[src/rtl/regfile_wb_arbiter_pkg.sv]
// Shared constants and types for the register-file writeback arbiter.
package regfile_wb_arbiter_pkg;

  localparam int WB_AW = 5;
  localparam int WB_DW = 32;

  // Architectural zero register; writes to it are discarded.
  localparam logic [WB_AW-1:0] R0 = '0;

  // One queued multdiv result. valid=0 marks a killed (stale) entry.
  typedef struct packed {
    logic             valid;
    logic [WB_AW-1:0] rd;
    logic [WB_DW-1:0] data;
  } wb_entry_t;

endpackage

[src/rtl/regfile_wb_arbiter_wb_fifo.sv]
// Circular buffer for multdiv results with kill-by-address and
// age-ordered match vectors (index 0 = head/oldest) for forwarding.
module wb_fifo #(
  parameter int DEPTH = 4,
  parameter int AW    = 5,
  parameter int DW    = 32
) (
  input  logic                     clock,
  input  logic                     reset,
  input  logic                     i_push,
  input  logic [AW-1:0]            i_push_rd,
  input  logic [DW-1:0]            i_push_data,
  input  logic                     i_push_killed,
  input  logic                     i_pop,
  input  logic                     i_kill,
  input  logic [AW-1:0]            i_kill_rd,
  input  logic [AW-1:0]            i_rs1,
  input  logic [AW-1:0]            i_rs2,
  output logic                     o_head_valid,
  output logic [AW-1:0]            o_head_rd,
  output logic [DW-1:0]            o_head_data,
  output logic                     o_empty,
  output logic                     o_full,
  output logic [DEPTH-1:0]         o_match1,
  output logic [DEPTH-1:0]         o_match2,
  output logic [DEPTH-1:0][DW-1:0] o_age_data
);

  localparam int PW = $clog2(DEPTH);
  localparam int CW = $clog2(DEPTH + 1);

  logic [DEPTH-1:0] r_valid;
  logic [AW-1:0]    r_rd   [DEPTH];
  logic [DW-1:0]    r_data [DEPTH];
  logic [PW-1:0]    r_wptr;
  logic [PW-1:0]    r_rptr;
  logic [CW-1:0]    r_count;

  // Storage update: kill old matches first, then pop clears the head,
  // then the new push lands (a push never targets the popped slot).
  always_ff @(posedge clock) begin
    if (reset) begin
      r_valid <= '0;
      r_wptr  <= '0;
      r_rptr  <= '0;
      r_count <= '0;
    end else begin
      if (i_kill) begin
        for (int i = 0; i < DEPTH; i++) begin
          if (r_rd[i] == i_kill_rd) r_valid[i] <= 1'b0;
        end
      end
      if (i_pop) begin
        r_valid[r_rptr] <= 1'b0;
        r_rptr          <= r_rptr + PW'(1);
      end
      if (i_push) begin
        r_valid[r_wptr] <= ~i_push_killed;
        r_rd[r_wptr]    <= i_push_rd;
        r_data[r_wptr]  <= i_push_data;
        r_wptr          <= r_wptr + PW'(1);
      end
      r_count <= r_count + CW'(i_push) - CW'(i_pop);
    end
  end

  // Age-ordered view; valid is cleared on pop, so valid implies occupied.
  always_comb begin
    o_match1   = '0;
    o_match2   = '0;
    o_age_data = '0;
    for (int i = 0; i < DEPTH; i++) begin
      o_age_data[i] = r_data[r_rptr + PW'(i)];
      o_match1[i]   = r_valid[r_rptr + PW'(i)] && (r_rd[r_rptr + PW'(i)] == i_rs1);
      o_match2[i]   = r_valid[r_rptr + PW'(i)] && (r_rd[r_rptr + PW'(i)] == i_rs2);
    end
  end

  assign o_head_valid = r_valid[r_rptr];
  assign o_head_rd    = r_rd[r_rptr];
  assign o_head_data  = r_data[r_rptr];
  assign o_empty      = (r_count == '0);
  assign o_full       = (r_count == CW'(DEPTH));

endmodule

[src/rtl/regfile_wb_arbiter.sv]
// Single write-port feeder: pipeline writebacks take priority, queued
// multdiv results drain when the pipeline is idle; pending values are
// forwarded to both read ports.
module regfile_wb_arbiter
  import regfile_wb_arbiter_pkg::*;
#(
  parameter int DEPTH = 4,
  parameter int AW    = WB_AW,
  parameter int DW    = WB_DW
) (
  input  logic          clock,
  input  logic          reset,
  input  logic          pipe_we,
  input  logic [AW-1:0] pipe_rd,
  input  logic [DW-1:0] pipe_data,
  input  logic          md_valid,
  input  logic [AW-1:0] md_rd,
  input  logic [DW-1:0] md_data,
  output logic          md_ready,
  output logic          ctrl_writeEnable,
  output logic [AW-1:0] ctrl_writeReg,
  output logic [DW-1:0] data_writeReg,
  input  logic [AW-1:0] rs1,
  input  logic [AW-1:0] rs2,
  output logic          fwd1_hit,
  output logic          fwd2_hit,
  output logic [DW-1:0] fwd1_data,
  output logic [DW-1:0] fwd2_data
);

  logic                     w_pipe_wr;
  logic                     w_push;
  logic                     w_push_killed;
  logic                     w_pop;
  logic                     w_head_valid;
  logic [AW-1:0]            w_head_rd;
  logic [DW-1:0]            w_head_data;
  logic                     w_empty;
  logic                     w_full;
  logic [DEPTH-1:0]         w_match1;
  logic [DEPTH-1:0]         w_match2;
  logic [DEPTH-1:0][DW-1:0] w_age_data;

  logic                     r_en;
  logic [AW-1:0]            r_addr;
  logic [DW-1:0]            r_data;

  assign w_pipe_wr     = pipe_we && (pipe_rd != AW'(R0));
  // Ready comes from the registered count only: no pop-to-push bypass.
  assign md_ready      = ~w_full;
  // r0 pushes complete the handshake but are dropped here.
  assign w_push        = md_valid && md_ready && (md_rd != AW'(R0));
  // Same-cycle pipeline write to the same register is the younger one.
  assign w_push_killed = w_pipe_wr && (md_rd == pipe_rd);
  // Head (valid or killed) leaves whenever the pipeline is not writing.
  assign w_pop         = ~w_pipe_wr && ~w_empty;

  wb_fifo #(
    .DEPTH(DEPTH),
    .AW   (AW),
    .DW   (DW)
  ) u_fifo (
    .clock        (clock),
    .reset        (reset),
    .i_push       (w_push),
    .i_push_rd    (md_rd),
    .i_push_data  (md_data),
    .i_push_killed(w_push_killed),
    .i_pop        (w_pop),
    .i_kill       (w_pipe_wr),
    .i_kill_rd    (pipe_rd),
    .i_rs1        (rs1),
    .i_rs2        (rs2),
    .o_head_valid (w_head_valid),
    .o_head_rd    (w_head_rd),
    .o_head_data  (w_head_data),
    .o_empty      (w_empty),
    .o_full       (w_full),
    .o_match1     (w_match1),
    .o_match2     (w_match2),
    .o_age_data   (w_age_data)
  );

  // Output register: address/data hold their last value when idle.
  always_ff @(posedge clock) begin
    if (reset) begin
      r_en   <= 1'b0;
      r_addr <= '0;
      r_data <= '0;
    end else if (w_pipe_wr) begin
      r_en   <= 1'b1;
      r_addr <= pipe_rd;
      r_data <= pipe_data;
    end else if (w_pop && w_head_valid) begin
      r_en   <= 1'b1;
      r_addr <= w_head_rd;
      r_data <= w_head_data;
    end else begin
      r_en   <= 1'b0;
    end
  end

  assign ctrl_writeEnable = r_en;
  assign ctrl_writeReg    = r_addr;
  assign data_writeReg    = r_data;

  // Forwarding, newest first: live pipeline write, output register,
  // then youngest FIFO match (later age index overrides earlier).
  always_comb begin
    fwd1_hit  = 1'b0;
    fwd1_data = '0;
    fwd2_hit  = 1'b0;
    fwd2_data = '0;
    if (rs1 != AW'(R0)) begin
      if (w_pipe_wr && (pipe_rd == rs1)) begin
        fwd1_hit  = 1'b1;
        fwd1_data = pipe_data;
      end else if (r_en && (r_addr == rs1)) begin
        fwd1_hit  = 1'b1;
        fwd1_data = r_data;
      end else begin
        for (int i = 0; i < DEPTH; i++) begin
          if (w_match1[i]) begin
            fwd1_hit  = 1'b1;
            fwd1_data = w_age_data[i];
          end
        end
      end
    end
    if (rs2 != AW'(R0)) begin
      if (w_pipe_wr && (pipe_rd == rs2)) begin
        fwd2_hit  = 1'b1;
        fwd2_data = pipe_data;
      end else if (r_en && (r_addr == rs2)) begin
        fwd2_hit  = 1'b1;
        fwd2_data = r_data;
      end else begin
        for (int i = 0; i < DEPTH; i++) begin
          if (w_match2[i]) begin
            fwd2_hit  = 1'b1;
            fwd2_data = w_age_data[i];
          end
        end
      end
    end
  end

endmodule

[config.mk]
export PLATFORM = sky130hd
export DESIGN_NAME = regfile_wb_arbiter
export DESIGN_NICKNAME = d
export VERILOG_FILES = /design/src/rtl/regfile_wb_arbiter_pkg.sv /design/src/rtl/regfile_wb_arbiter_wb_fifo.sv /design/src/rtl/regfile_wb_arbiter.sv
export SDC_FILE = /design/constraint.sdc
export NUM_CORES = 1
export LEC_CHECK = 0
export CAP_MARGIN = 20
export CORE_UTILIZATION = 50
export CTS_CLUSTER_DIAMETER = 100
export DETAILED_ROUTE_END_ITERATION = 8
export PLACE_DENSITY = 0.81
export SYNTH_ARGS = -nofsm -noshare
export SYNTH_HDL_FRONTEND = slang
export SYNTH_SLANG_ARGS = --single-unit
[constraint.sdc]
create_clock -name clock -period 13.9 [get_ports clock]
set_input_delay 2.78 -clock clock [delete_from_list [all_inputs] [get_ports clock]]
set_output_delay 2.78 -clock clock [all_outputs]
set_load 0.005 [all_outputs]
Word-level counts from Yosys, hierarchy flattened
Memories as Yosys holds them, arrays and structs flattened. A register that Yosys moved wholly into a read port is not among the register bits.
Index checks and enable logic that the tools add are counted.
{"block": "word_totals", "ff_bits": 49, "mem_bits_rw": 148, "input_bits": 88, "out_inout_bits": 105, "word_cells": 135, "mem_count": 2}
{"memory": "u_fifo.r_data", "depth": 4, "width": 32, "rd": 4, "rd_clocked_by_memory_dff": 1, "wr": 1, "line_no": "regfile_wb_arbiter_wb_fifo.sv:34", "source": "logic [DW-1:0] r_data [DEPTH];"}
{"memory": "u_fifo.r_rd", "depth": 4, "width": 5, "rd": 8, "rd_clocked_by_memory_dff": 1, "wr": 1, "line_no": "regfile_wb_arbiter_wb_fifo.sv:33", "source": "logic [AW-1:0] r_rd [DEPTH];"}
{"block": "op_classes", "add_sub_neg": 6, "order_cmp": 7, "eq_ne": 18, "mux": 63, "bitwise_logic": 6, "n_reduce_logical": 26}
{"op": "two-way mux 32 bit", "n": 16}
{"op": "== test 5 bit", "n": 17}
{"op": "two-way mux 1 bit", "n": 29}
{"op": "logical AND 1 bit", "n": 20}
{"op": "two-way mux 4 bit", "n": 5}
{"op": "nonzero test 5 bit", "n": 4}
{"op": "less-than comparator 2 x 3 -> 1 bit (second input constant)", "n": 5}
{"op": "two-way mux 5 bit", "n": 2}
{"op": "binary-select mux 1 bit (select 2 bit)", "n": 4}
{"op": "two-way mux 2 bit", "n": 4}
{"op": "adder 2 x 1 -> 2 bit (second input constant)", "n": 2}
{"op": "adder 2 bit (second input constant)", "n": 2}
{"op": "AND 4 bit", "n": 1}
{"op": "bitwise mux 4 bit", "n": 1}
{"op": "demux 1 bit (select 2 bit)", "n": 2}
{"op": ">= comparator 2 x 1 -> 1 bit (second input constant)", "n": 2}
{"op": "inverter 1 bit", "n": 4}
{"op": "inverter 4 bit", "n": 1}
{"op": "adder 3 x 1 -> 3 bit", "n": 1}
{"op": "== test 3 bit (second input constant)", "n": 1}
{"op": "logical NOT 3 bit", "n": 1}
{"op": "subtractor 3 x 1 -> 3 bit", "n": 1}
{"op": "nonzero test 2 bit", "n": 1}

Logic depth before layout (Yosys ltp)
{"block": "depth", "ltp_word": 10, "mapped_depth": 18, "mapped_depth_nobuf": 11}

Hierarchy
From an unflattened synthesis, not the netlist that was laid out.
{"block": "hier_totals", "hier_cells": 1297, "area_unflattened_um2": 15700.1}
{"module": "wb_fifo", "n_inst": 1, "cells_per_inst": 536, "area_each_um2": 9671.8, "seq_area_each_um2": 4704.5}
{"module": "regfile_wb_arbiter", "n_inst": 1, "cells_per_inst": 761, "area_each_um2": 6028.3, "seq_area_each_um2": 760.7}

Worst setup path before layout
No wires, ideal clock.
{"block": "synth_timing", "kind": "input to output", "from": "input port pipe_rd[3]", "to": "output port fwd2_data[10]", "arrival_ps": 4745, "required_ps": 11120, "setup_slack_ps": 6375, "stages": 9, "n_path_buf": 3, "path_cell_list": "clkbuf_1 -> xnor2_1 -> nand2_1 -> or3_1 -> clkbuf_1 -> clkbuf_1 -> a211oi_1 -> o211ai_1 -> o2bb2ai_2"}
{"block": "synth_via", "elab_chain_len": 5, "elab_cells_between_ends": 6, "classes_between": "1 x eq/ne; 2 x mux; 3 x reduce/logical"}
{"item": "start: declaration", "line_no": "regfile_wb_arbiter.sv:14", "source": "input logic [AW-1:0] pipe_rd,"}
{"item": "nonzero test 5 bit", "line_no": "regfile_wb_arbiter.sv:48", "source": "assign w_pipe_wr = pipe_we && (pipe_rd != AW'(R0));"}
{"item": "logical AND 1 bit", "line_no": "regfile_wb_arbiter.sv:48"}
{"item": "logical AND 1 bit *", "line_no": "regfile_wb_arbiter.sv:131", "source": "if (w_pipe_wr && (pipe_rd == rs2)) begin"}
{"item": "two-way mux 32 bit *", "line_no": "regfile_wb_arbiter.sv:131"}
{"item": "two-way mux 32 bit *", "line_no": "regfile_wb_arbiter.sv:130", "source": "if (rs2 != AW'(R0)) begin"}
{"item": "end: declaration", "line_no": "regfile_wb_arbiter.sv:28", "source": "output logic [DW-1:0] fwd2_data"}
Every way passes the cells marked *; elsewhere a longest branch is shown, timed or not.

Worst setup path in the final report
{"block": "layout_timing", "from": "input port pipe_rd[4]", "to": "output port fwd2_data[31]"}
The elaborated chain is that of the path after synthesis.

==> impl_metrics.ini <==
[status]
status = finished, violations left
violated_checks = DRC

[timing]
fmaxAchievable_mhz = 103
setup-tns-final_ps = 0
report.final.setup_viol = 0
worst_slack_ps = 4240
timing.final.hold_violations = 0
worst_clock_skew_ps = 16.8
rsz_0062_raised_after_global_routing = false
layout_worst_path_cycle_share_pct = 69.5
slew_headroom_pct = 28.9
finalWorstPathRequiredPeriod_ps = 9660
slew_violations = 0
worst_pin_slew_ps = 1060
hold_slack_ps = 508

[cts]
postCtsHoldBufs = 0
cts.path.max_buffers = 2
cts_tree = done
worst_setup_hold_path_clk_slew_ps = 90
cts_inserted_buffers = 17
cts_resized = 0
clk-insertion-delay-late_ps = 470
post-cts-setup-buffer-count = 0
tritoncts_num_sinks = 199
cts_max_level = 4
cts_root_buf = clkbuf_16

[synth]
post_synth_num_cell_types = 66
yosys_warnings = 0
synth_largest_type_area_fraction_pct = 27.9
postSynthRegisterBits = 199
post-synth-top-count-cell = edfxtp_1
netlist.top_cell.by_area = edfxtp_1
synth_common_cells = edfxtp_1, clkbuf_1, mux4_2
syn-cell-area_um2 = 15900
synth_cells = 1554
syn_avg_cell_area_um2 = 10.3
yosys_most_used_dff = edfxtp_1
async_reset_ff_share_pct = 0
synth.top_cells.by_area = edfxtp_1, mux4_2, dfxtp_1
ys_seq_area_share_pct = 34.3
synth_edf_count = 148
post_synthesis_net_count = 1653

[pwr]
comb_power_share_pct = 50.6
power.switching_fraction_pct = 42.9
finalPower_mw = 2.64
power.share.sequential_pct = 29.5
internal_power_mw = 1.51
power_density_nw_per_um2 = 143
irDropWorstVdd_mv = 0.0991
power_switching_mw = 1.13
clockPowerShare_pct = 19.9
total_leakage_power_nw = 5.98

[setup_path]
critPathArrivalTime_ps = 6880
worst-setup-path-type = in -> out
worst_path_largest_cell_delay_ps = 670
cp.required_ps = 11120
worst_setup_path_end_kind = primary output
worstPathMaxFanout = 65
crit_family = buffers and inverters
critPathSlowestCell = or4_1
crit_chain = clkdlybuf4s50_1 > or4_1 > o21ai_4 > buf_4 > or3_1 > buf_4 > nand2_1 > buf_4 > o311ai_0 > a21oi_1 > clkdlybuf4s50_1
critical_path_buf_inv_count = 5
cp-start-kind = input pin
crit_top_cell = buf_4

[route]
num_vias = 14982
drt.antenna.violating_nets = 0
initialDrtViolationCount = 2916
drt-vias-per-instance = 7.31
wl_per_cell_um = 29.0
drc = 2
postRouteWirelength_um = 59400
first_pass_iters = 8

[global_routing]
global_route_wire_length_before_repair_um = 89500
first_global_vias = 14123
global_route_usage_over_all_layers_pct = 36.3
antenna_found_initial = 0
grt_start_max_net_pins = 76
grt_overflow = 0

[placed_design]
dp_worst_setup_slack_ps = 4300
place_inst = 2018
port_buffers = 192
detailedPlacementHpwl_um = 39100
gp_congestion = 0.958

[floorplan]
die_w_um = 181
die_y_um = 181
placeable_core_region_um2 = 31500
initial_core_util_pct = 50.7
io_pins = 193
overall_die_area_um2 = 32600
row_count = 65

[finish]
layout-area-overhead-vs-synth_pct = 16.2
fillers = 2547
final_net_count = 1734
final-instance-count-excl-fill = 2050
multi_input_comb_area_um2 = 9580
ff_latch_area_um2 = 5470
drive_above_1_share_pct = 15.8
num_antenna_cells = 0

[flow_run]
max-cap-violations = 0

[hold_path]
hold_path.class = reg -> reg
## cells by family after synthesis
group,after synthesis,synth area share (%)
fa+ha+maj,11,0.910
flops,199,34.3
compound gates,404,19.4
xor+xnor,89,4.94
buf+inv,207,5.92
mux,188,19.9
simple gates,456,14.6
## final timing paths
path	startpoint	endpoint	slack (ps)	cells past startpoint
worst max-delay path	pipe_rd[4]	fwd2_data[31]	4240	11
worst min-delay path	u_fifo.r_wptr[1]	u_fifo.r_wptr[1]	510	2
worst max register to register	u_fifo.r_count[1]	u_fifo.r_count[2]	11370	11
worst min register to register	u_fifo.r_wptr[1]	u_fifo.r_wptr[1]	510	2
## layout by cell type, fill, tap and decap left out, drive strengths merged, types with 7 or more instances in the layout
cell type / count
nor2: 89
mux2: 26
nor3: 84
o311ai: 8
clkbuf: 18
or4: 27
ha: 10
buf: 42
mux2i: 61
a221oi: 61
xnor2: 59
nand2b: 37
a2111oi: 7
a21o: 7
or3: 9
mux4: 101
inv: 42
o2bb2ai: 7
clkdlybuf4s50: 191
nand2: 100
o311a: 24
nor4: 39
nand4: 7
nand3: 32
dfxtp: 51
xor2: 30
a21oi: 18
o211ai: 58
edfxtp: 148
a211oi: 70
o21ai: 124
## sequential cells by signal, summed over array words and instances (netlist names), named ones only
name and cells:
u_fifo.r_rptr 2, u_fifo.r_count 3, u_fifo.r_wptr 2, u_fifo.r_valid 4, data_writeReg 32, ctrl_writeReg 5
u_fifo.r_rd 20, u_fifo.r_data 128, ctrl_writeEnable 1
## tightest hold or removal path, delay by kind of cell, from the launching register on
family / cells / cell delay [ps]
flip-flops: 1 / 350
AO/OA/AOI/OAI: 1 / 60
AND/OR/NAND/NOR: 1 / 60
## cell type report
class,count,share of cell area (%)
clock buffer,18,2.32
inverter,36,0.729
sequential,199,29.5
clock inverter,14,0.959
timing repair buffer,233,12.0
multi-input combinational,1148,51.7
tap,402,2.72
## power by group through the flow
stage	clock network, mW	registers (mW)	logic (mW)
after floorplan	0	0.751	0.935
after global routing	0.548	0.786	1.41
final	0.526	0.778	1.34
after CTS	0.525	0.776	1.30
after detailed placement	0	0.789	1.29
after global placement	0	0.784	1.28
## layer usage
layer | global-route usage (%) | vias to the layer above | part of all wire, %
met2 | 53.6 | 1314 | 43
met3 | 9.90 | 238 | 14
met1 | 49.7 | 7155 | 39
met4 | 16.7 | 0 | 4.8
met5 | 0.593 | - | 0
li1 | - | 6275 | -
## through the flow
step | util [%] | area (um2)
after floorplan | - | 15900
after global placement | 56.9 | 17900
after detailed placement | 56.9 | 17900
after CTS | 58.9 | 18500
after global routing | 58.9 | 18500
final | 58.9 | 18500
Note: power is estimated with default switching activity, not from simulation.
